<file path="src/rtl/uart_pkg.sv">
// Shared definitions for the UART transmit and receive subsystems.
// Holds the FSM state encoding, oversampling ratio and default frame geometry.
package uart_pkg;

    typedef enum logic [1:0] {
        StIdle  = 2'b00,
        StStart = 2'b01,
        StData  = 2'b10,
        StStop  = 2'b11
    } tx_state_e;

    localparam int unsigned OVERSAMPLE      = 16;
    localparam int unsigned DEFAULT_W       = 8;
    localparam int unsigned DEFAULT_SB_TICK = 16;
    localparam int unsigned DEFAULT_ADDR_W  = 4;

    // Bits needed to count 0..n-1, never less than one.
    function automatic int unsigned cnt_width(input int unsigned n);
        return (n > 1) ? $clog2(n) : 1;
    endfunction

endpackage

</file>
<file path="src/rtl/uart_xmtr_if.sv">
// Host-side write port of the UART transmitter: write strobe, data and status flags.
interface uart_xmtr_if
    import uart_pkg::*;
#(
    parameter int unsigned W = DEFAULT_W
) ();

    logic         wr_uart;
    logic [W-1:0] w_data;
    logic         tx_full;
    logic         tx_empty;
    logic         tx_busy;

    modport master (
        output wr_uart, w_data,
        input  tx_full, tx_empty, tx_busy
    );

    modport slave (
        input  wr_uart, w_data,
        output tx_full, tx_empty, tx_busy
    );

endinterface

</file>
<file path="src/rtl/uart_tx.sv">
// Serialising FSM: emits one 8N1-style frame per accepted word, paced by s_tick.
// tx and busy are registered from the next state so each level starts with its state.
module uart_tx
    import uart_pkg::*;
#(
    parameter int unsigned W       = DEFAULT_W,
    parameter int unsigned SB_TICK = DEFAULT_SB_TICK
) (
    input  logic         clk,
    input  logic         reset,
    input  logic         tx_start,
    input  logic         s_tick,
    input  logic [W-1:0] din,
    output logic         tx_done_tick,
    output logic         tx,
    output logic         busy
);

    localparam int unsigned SW = cnt_width((SB_TICK > OVERSAMPLE) ? SB_TICK : OVERSAMPLE);
    localparam int unsigned NW = cnt_width(W);

    tx_state_e     state_q, state_d;
    logic [SW-1:0] s_cnt_q, s_cnt_d;
    logic [NW-1:0] n_cnt_q, n_cnt_d;
    logic [W-1:0]  b_q, b_d;
    logic          tx_q, tx_d;
    logic          busy_q, busy_d;

    always_ff @(posedge clk or negedge reset) begin
        if (!reset) begin
            state_q <= StIdle;
            s_cnt_q <= '0;
            n_cnt_q <= '0;
            b_q     <= '0;
            tx_q    <= 1'b1;
            busy_q  <= 1'b0;
        end else begin
            state_q <= state_d;
            s_cnt_q <= s_cnt_d;
            n_cnt_q <= n_cnt_d;
            b_q     <= b_d;
            tx_q    <= tx_d;
            busy_q  <= busy_d;
        end
    end

    always_comb begin
        state_d      = state_q;
        s_cnt_d      = s_cnt_q;
        n_cnt_d      = n_cnt_q;
        b_d          = b_q;
        tx_done_tick = 1'b0;
        case (state_q)
            StIdle: begin
                if (tx_start) begin
                    b_d     = din;
                    s_cnt_d = '0;
                    state_d = StStart;
                end
            end
            StStart: begin
                if (s_tick) begin
                    if (s_cnt_q == SW'(OVERSAMPLE - 1)) begin
                        s_cnt_d = '0;
                        n_cnt_d = '0;
                        state_d = StData;
                    end else begin
                        s_cnt_d = s_cnt_q + SW'(1);
                    end
                end
            end
            StData: begin
                if (s_tick) begin
                    if (s_cnt_q == SW'(OVERSAMPLE - 1)) begin
                        s_cnt_d = '0;
                        b_d     = b_q >> 1;
                        if (n_cnt_q == NW'(W - 1)) begin
                            state_d = StStop;
                        end else begin
                            n_cnt_d = n_cnt_q + NW'(1);
                        end
                    end else begin
                        s_cnt_d = s_cnt_q + SW'(1);
                    end
                end
            end
            StStop: begin
                if (s_tick) begin
                    if (s_cnt_q == SW'(SB_TICK - 1)) begin
                        state_d      = StIdle;
                        tx_done_tick = 1'b1;
                    end else begin
                        s_cnt_d = s_cnt_q + SW'(1);
                    end
                end
            end
            default: state_d = StIdle;
        endcase

        // Line level follows the state being entered, using the post-shift data word.
        case (state_d)
            StStart: tx_d = 1'b0;
            StData:  tx_d = b_d[0];
            default: tx_d = 1'b1;
        endcase
        busy_d = (state_d != StIdle);
    end

    assign tx   = tx_q;
    assign busy = busy_q;

endmodule

</file>
<file path="src/rtl/uart_xmtr.sv">
// UART transmitter subsystem: host write FIFO feeding the serialising FSM.
// FIFO flags are registered from the next occupancy so no input reaches an output directly.
module uart_xmtr
    import uart_pkg::*;
#(
    parameter int unsigned W       = DEFAULT_W,
    parameter int unsigned SB_TICK = DEFAULT_SB_TICK,
    parameter int unsigned ADDR_W  = DEFAULT_ADDR_W
) (
    input  logic        clk,
    input  logic        reset,
    input  logic        s_tick,
    uart_xmtr_if.slave  bus,
    output logic        tx
);

    localparam int unsigned DEPTH = 2 ** ADDR_W;

    logic [W-1:0]      mem [DEPTH];
    logic [ADDR_W-1:0] wr_ptr_q, wr_ptr_d;
    logic [ADDR_W-1:0] rd_ptr_q, rd_ptr_d;
    logic              full_q, full_d;
    logic              empty_q, empty_d;
    logic              push, pop;
    logic              fsm_busy;
    logic              tx_done;

    // Full is judged on the registered flag, so a pop on the same edge never frees a slot early.
    assign push = bus.wr_uart && !full_q;
    assign pop  = !empty_q && !fsm_busy;

    always_ff @(posedge clk) begin
        if (push) begin
            mem[wr_ptr_q] <= bus.w_data;
        end
    end

    always_ff @(posedge clk or negedge reset) begin
        if (!reset) begin
            wr_ptr_q <= '0;
            rd_ptr_q <= '0;
            full_q   <= 1'b0;
            empty_q  <= 1'b1;
        end else begin
            wr_ptr_q <= wr_ptr_d;
            rd_ptr_q <= rd_ptr_d;
            full_q   <= full_d;
            empty_q  <= empty_d;
        end
    end

    always_comb begin
        wr_ptr_d = push ? wr_ptr_q + ADDR_W'(1) : wr_ptr_q;
        rd_ptr_d = pop  ? rd_ptr_q + ADDR_W'(1) : rd_ptr_q;
        full_d   = full_q;
        empty_d  = empty_q;
        if (push && !pop) begin
            empty_d = 1'b0;
            full_d  = (wr_ptr_q + ADDR_W'(1)) == rd_ptr_q;
        end else if (pop && !push) begin
            full_d  = 1'b0;
            empty_d = (rd_ptr_q + ADDR_W'(1)) == wr_ptr_q;
        end
    end

    uart_tx #(
        .W       (W),
        .SB_TICK (SB_TICK)
    ) u_uart_tx (
        .clk          (clk),
        .reset        (reset),
        .tx_start     (!empty_q),
        .s_tick       (s_tick),
        .din          (mem[rd_ptr_q]),
        .tx_done_tick (tx_done),
        .tx           (tx),
        .busy         (fsm_busy)
    );

    assign bus.tx_full  = full_q;
    assign bus.tx_empty = empty_q;
    assign bus.tx_busy  = fsm_busy;

    // A frame can only complete while the FSM reports a frame in progress.
    done_implies_busy: assert property (@(posedge clk) disable iff (!reset) tx_done |-> fsm_busy);

    if (DEPTH < 2) begin : g_depth_guard
        initial $fatal(1, "uart_xmtr: ADDR_W must be at least 1");
    end

endmodule

</file>
<file path="src/flat_wrapper.sv">
// flat-port wrapper written by rule: the top's interface ports become plain ports
module uart_xmtr_flat import uart_pkg::*;
#(
    parameter int unsigned W       = DEFAULT_W,
    parameter int unsigned SB_TICK = DEFAULT_SB_TICK,
    parameter int unsigned ADDR_W  = DEFAULT_ADDR_W
)
  (clk, reset, s_tick, tx, bus_wr_uart, bus_w_data, bus_tx_full, bus_tx_empty, bus_tx_busy);
  uart_xmtr_if #(.W(W)) bus_i ();
  input  logic clk;
  input  logic reset;
  input  logic s_tick;
  output logic tx;
  input wire logic [$bits(bus_i.wr_uart)-1:0] bus_wr_uart;
  input wire logic [$bits(bus_i.w_data)-1:0] bus_w_data;
  output wire logic [$bits(bus_i.tx_full)-1:0] bus_tx_full;
  output wire logic [$bits(bus_i.tx_empty)-1:0] bus_tx_empty;
  output wire logic [$bits(bus_i.tx_busy)-1:0] bus_tx_busy;
  assign bus_i.wr_uart = bus_wr_uart;
  assign bus_i.w_data = bus_w_data;
  assign bus_tx_full = bus_i.tx_full;
  assign bus_tx_empty = bus_i.tx_empty;
  assign bus_tx_busy = bus_i.tx_busy;
  uart_xmtr #(.W(W), .SB_TICK(SB_TICK), .ADDR_W(ADDR_W)) u_core (.clk(clk), .reset(reset), .s_tick(s_tick), .bus(bus_i), .tx(tx));
endmodule
</file>
<file path="config.mk">
export PLATFORM = sky130hd
export DESIGN_NAME = uart_xmtr_flat
export DESIGN_NICKNAME = d
export VERILOG_FILES = /design/src/rtl/uart_pkg.sv /design/src/rtl/uart_xmtr_if.sv /design/src/rtl/uart_tx.sv /design/src/rtl/uart_xmtr.sv /design/src/flat_wrapper.sv
export SDC_FILE = /design/constraint.sdc
export NUM_CORES = 1
export LEC_CHECK = 0
export ABC_AREA = 0
export CAP_MARGIN = 30
export CORE_ASPECT_RATIO = 0.6
export CORE_MARGIN = 4
export CORE_UTILIZATION = 25
export CTS_CLUSTER_DIAMETER = 120
export CTS_CLUSTER_SIZE = 10
export DETAILED_ROUTE_END_ITERATION = 16
export PLACE_DENSITY = 0.46
export SLEW_MARGIN = 15
export SYNTH_ARGS = -nofsm -noshare
export SYNTH_HDL_FRONTEND = slang
export SYNTH_SLANG_ARGS = --single-unit
</file>
<file path="constraint.sdc">
create_clock -name clk -period 4.09 [get_ports clk]
set_input_delay 0.6135 -clock clk [delete_from_list [all_inputs] [get_ports clk]]
set_output_delay 0.6135 -clock clk [all_outputs]
set_load 0.02 [all_outputs]
</file>
==> summary.md <==
### Logic synthesis
* Synth Net Count: 463
* warning count from the yosys run: 0
* top area cells in the synthesized netlist: edfxtp_1, dfrtp_1, mux2i_1
* most frequently used flop master after synthesis: edfxtp_1
* post-synth top area cell: edfxtp_1
* sequential element share of the synthesized area: 0.685
* Post-Synthesis Mean Instance Area: 15.2 um2
* post-synth design cell area: 0.00668 mm2
* share of the synthesized area in the top cell type: 0.575
* EDFF count, synth: 128
* number of distinct library cells after synthesis: 49
* synthesis-stage register bit count: 157
* proportion of register bits with asynchronous set or reset after synthesis: 0.185
* Synth Instances: 438

### Floorplanning
* Die Footprint: 0.0295 mm2
* FP Rows: 46
* width of the die: 219 um
* core region area: 0.0264 mm2
* Die H: 135 um
* num ports: 16
* starting utilization of the core area: 0.253

### Place
* HPWL after DPL: 11.4 mm
* global placement routability congestion: 0.839
* pre-CTS setup slack: 1.14 ns
* Port Buffer Count: 15
* total cell area at the placement stage: 0.00721 mm2

### Finish
* number of fill cells: 2666
* commonest non-fill, non-tap cells in the layout: edfxtp_1, mux2i_1, nor2_1
* # diodes: 0
* final cell utilization of the core: 0.297
* total area of sequential cells: 0.00457 mm2
* final net count: 486
* commonest non-fill, non-tap cell in the layout: edfxtp_1
* Multi-input gate area: 0.00193 mm2
* fraction of layout instances using a drive strength above 1: 0.120
* area growth from synthesis to final layout: 17.3%
* final std cell area, no fill: 0.00783 mm2

### STA
* worst relative slew slack: 0.399
* RSZ-0062 raised after global routing: false
* Slew @ Worst Pin: 0.898 ns
* final sum of negative setup slack: 0 ns
* number of slew-limit violations in the final report: 0
* final-layout worst hold slack: 0.410 ns
* maximum operating frequency: 403 MHz
* minimum clock period: 2.48 ns
* fraction of the cycle the final worst path needs: 0.607
* final number of hold-violating endpoints: 0
* maximum clock skew at final layout: 0.0131 ns
* worst setup slack after layout: 1.61 ns
* setup violators final: 0

### Clock network
* number of buffers added for setup after CTS: 0
* Gates resized, CTS repair: 0
* number of sinks on the clock net: 157
* Clock Tree Root: clkbuf_16
* number of H-tree branching levels: 4
* clock network latency to the later pin of the worst-skew pair: 0.44 ns
* maximum buffer depth of the clock tree: 2
* CTS tree: done
* CTS buffer count: 17
* clock-pin transition on the worst setup and hold timing paths: 0.07 ns
* hold buffer count at cts: 0

### Worst setup path
* number of cell instances on the worst register-to-register path: 6
* maximum single-stage delay on the critical path: 0.61 ns
* capturing element type of the critical path: flip-flop
* critical path cell sequence: clkdlybuf4s50_1 -> nor2b_1 -> nand2_1 -> nor2_1
* data required time of the critical path: 4.16 ns
* critical path class: in2reg
* critical path startpoint category: primary input
* crit-path leading delay family: simple AND/OR/NAND/NOR gates
* cell at the slowest stage of the critical path: nor2_1
* R2R Path Start: u_core.rd_ptr_q[0]$_DFFE_PN0P_
* FF-to-FF setup slack: 1.73 ns
* worst path bufs/invs: 1
* highest net fanout along the worst path: 9
* arrival time at the worst endpoint: 2.55 ns
* endpoint of the lowest-slack register-to-register path: u_core.u_uart_tx.b_q[7]$_DFFE_PN0P_

### Route
* number of routed nets with antenna violations: 0
* mean number of vias per cell: 4.66
* drt wl/cell: 19.8 um
* routed wire length: 16.5 mm
* DRC: 0
* via count: 3888
* first-pass iteration count of the detailed router: 6
* number of design-rule violations left by the first detailed-router iteration: 384

### Pwr
* power density over the cells: 711 mW/mm2
* Lkg Pwr: 2.71 nW
* worst vdd ir: 0.290 mV

### Flow run
* max-cap viol count: 0

### Status
* run status: completed

### GRT
* via count of the first global-routing pass: 3865
* initial antenna violation count: 0
* global-route wire length before repair: 25.0 mm
* all-layer global routing usage: 0.117
* grt ovf: 0
* maximum number of pins on one net before global-route repair: 23

### Min path
* worst hold path type: in2async

==> synth_stat cells (all sizes together) (5+ instances only) <==
library cell,n
a211oi,12
a21oi,10
a22oi,12
a31oi,6
a32oi,5
buf,19
dfrtp,27
edfxtp,128
ha,13
inv,9
mux2i,40
mux4,8
nand2,16
nand2b,5
nand3,13
nor2,32
nor2b,13
o21ai,11
xnor2,11
==> cell families (layout without fill, tap and decap cells) <==
logic type | after synthesis | after routing | share of synthesized area
compound gates | 71 | 71 | 0.0762
simple gates | 99 | 99 | 0.0744
fa+ha+maj | 13 | 13 | 0.0244
buf+inv | 32 | 68 | 0.0266
mux | 51 | 51 | 0.0942
xor+xnor | 15 | 15 | 0.0197
flops | 157 | 157 | 0.685
==> flip-flops by register name, indices dropped and copies added, names as in the netlist <==
register,flops
u_core.u_uart_tx.n_cnt_q,3
u_core.rd_ptr_q,4
u_core.wr_ptr_q,4
u_core.u_uart_tx.b_q,8
u_core.mem,128
u_core.u_uart_tx.busy,1
u_core.bus.tx_full,1
u_core.bus.tx_empty,1
u_core.u_uart_tx.state_q,2
u_core.u_uart_tx.s_cnt_q,4
u_core.u_uart_tx.tx,1
==> worst register-to-register path, cell delays in order (launching register included) <==
cell	delay, ns
dfrtp_1	0.78
buf_4	0.28
mux4_1	0.57
mux2i_1	0.30
mux2i_1	0.16
nand3b_1	0.11
o21ai_1	0.06
==> cell type report <==
class / instances / share of cell area
timing repair buffer: 27 / 0.0316
multi-input combinational: 249 / 0.246
tap: 360 / 0.0575
clock buffer: 17 / 0.0543
inverter: 9 / 0.00431
clock inverter: 15 / 0.0219
sequential: 157 / 0.584
==> worst max path at each step <==
stage                      from                     endpoint  slack [ns]  cells after the start
detailed placement  bus_wr_uart   u_core.mem[7][3]$_DFFE_PP_        1.14                      4
global route        bus_wr_uart  u_core.mem[15][0]$_DFFE_PP_        1.46                      4
CTS                 bus_wr_uart   u_core.mem[7][7]$_DFFE_PP_        1.61                      4
floorplan           bus_wr_uart   u_core.mem[3][0]$_DFFE_PP_        1.94                      4
global placement    bus_wr_uart   u_core.mem[7][3]$_DFFE_PP_        1.19                      4
finish              bus_wr_uart   u_core.mem[7][7]$_DFFE_PP_        1.61                      4
==> metal layers <==
metal  up-vias  GRT usage  wire, um
li1       1732          -         -
met1      2018      0.185      8750
met3        12     0.0340      1040
met5         -          0         0
met4         0     0.0263       113
met2       126      0.155      6610
==> power by group <==
part / switching (mW) / internal, mW
clock network: 0.720 / 0.874
logic: 1.03 / 0.692
registers: 0.264 / 1.99
total: 2.01 / 3.55
==> through the flow <==
step	power (mW)	cells
6_report	5.56	834
5_1_grt	5.87	834
4_1_cts	5.59	832
3_5_place_dp	3.99	800
3_3_place_gp	3.98	800
2_1_floorplan	3.47	438
Note: power is estimated with default switching activity, not from simulation.
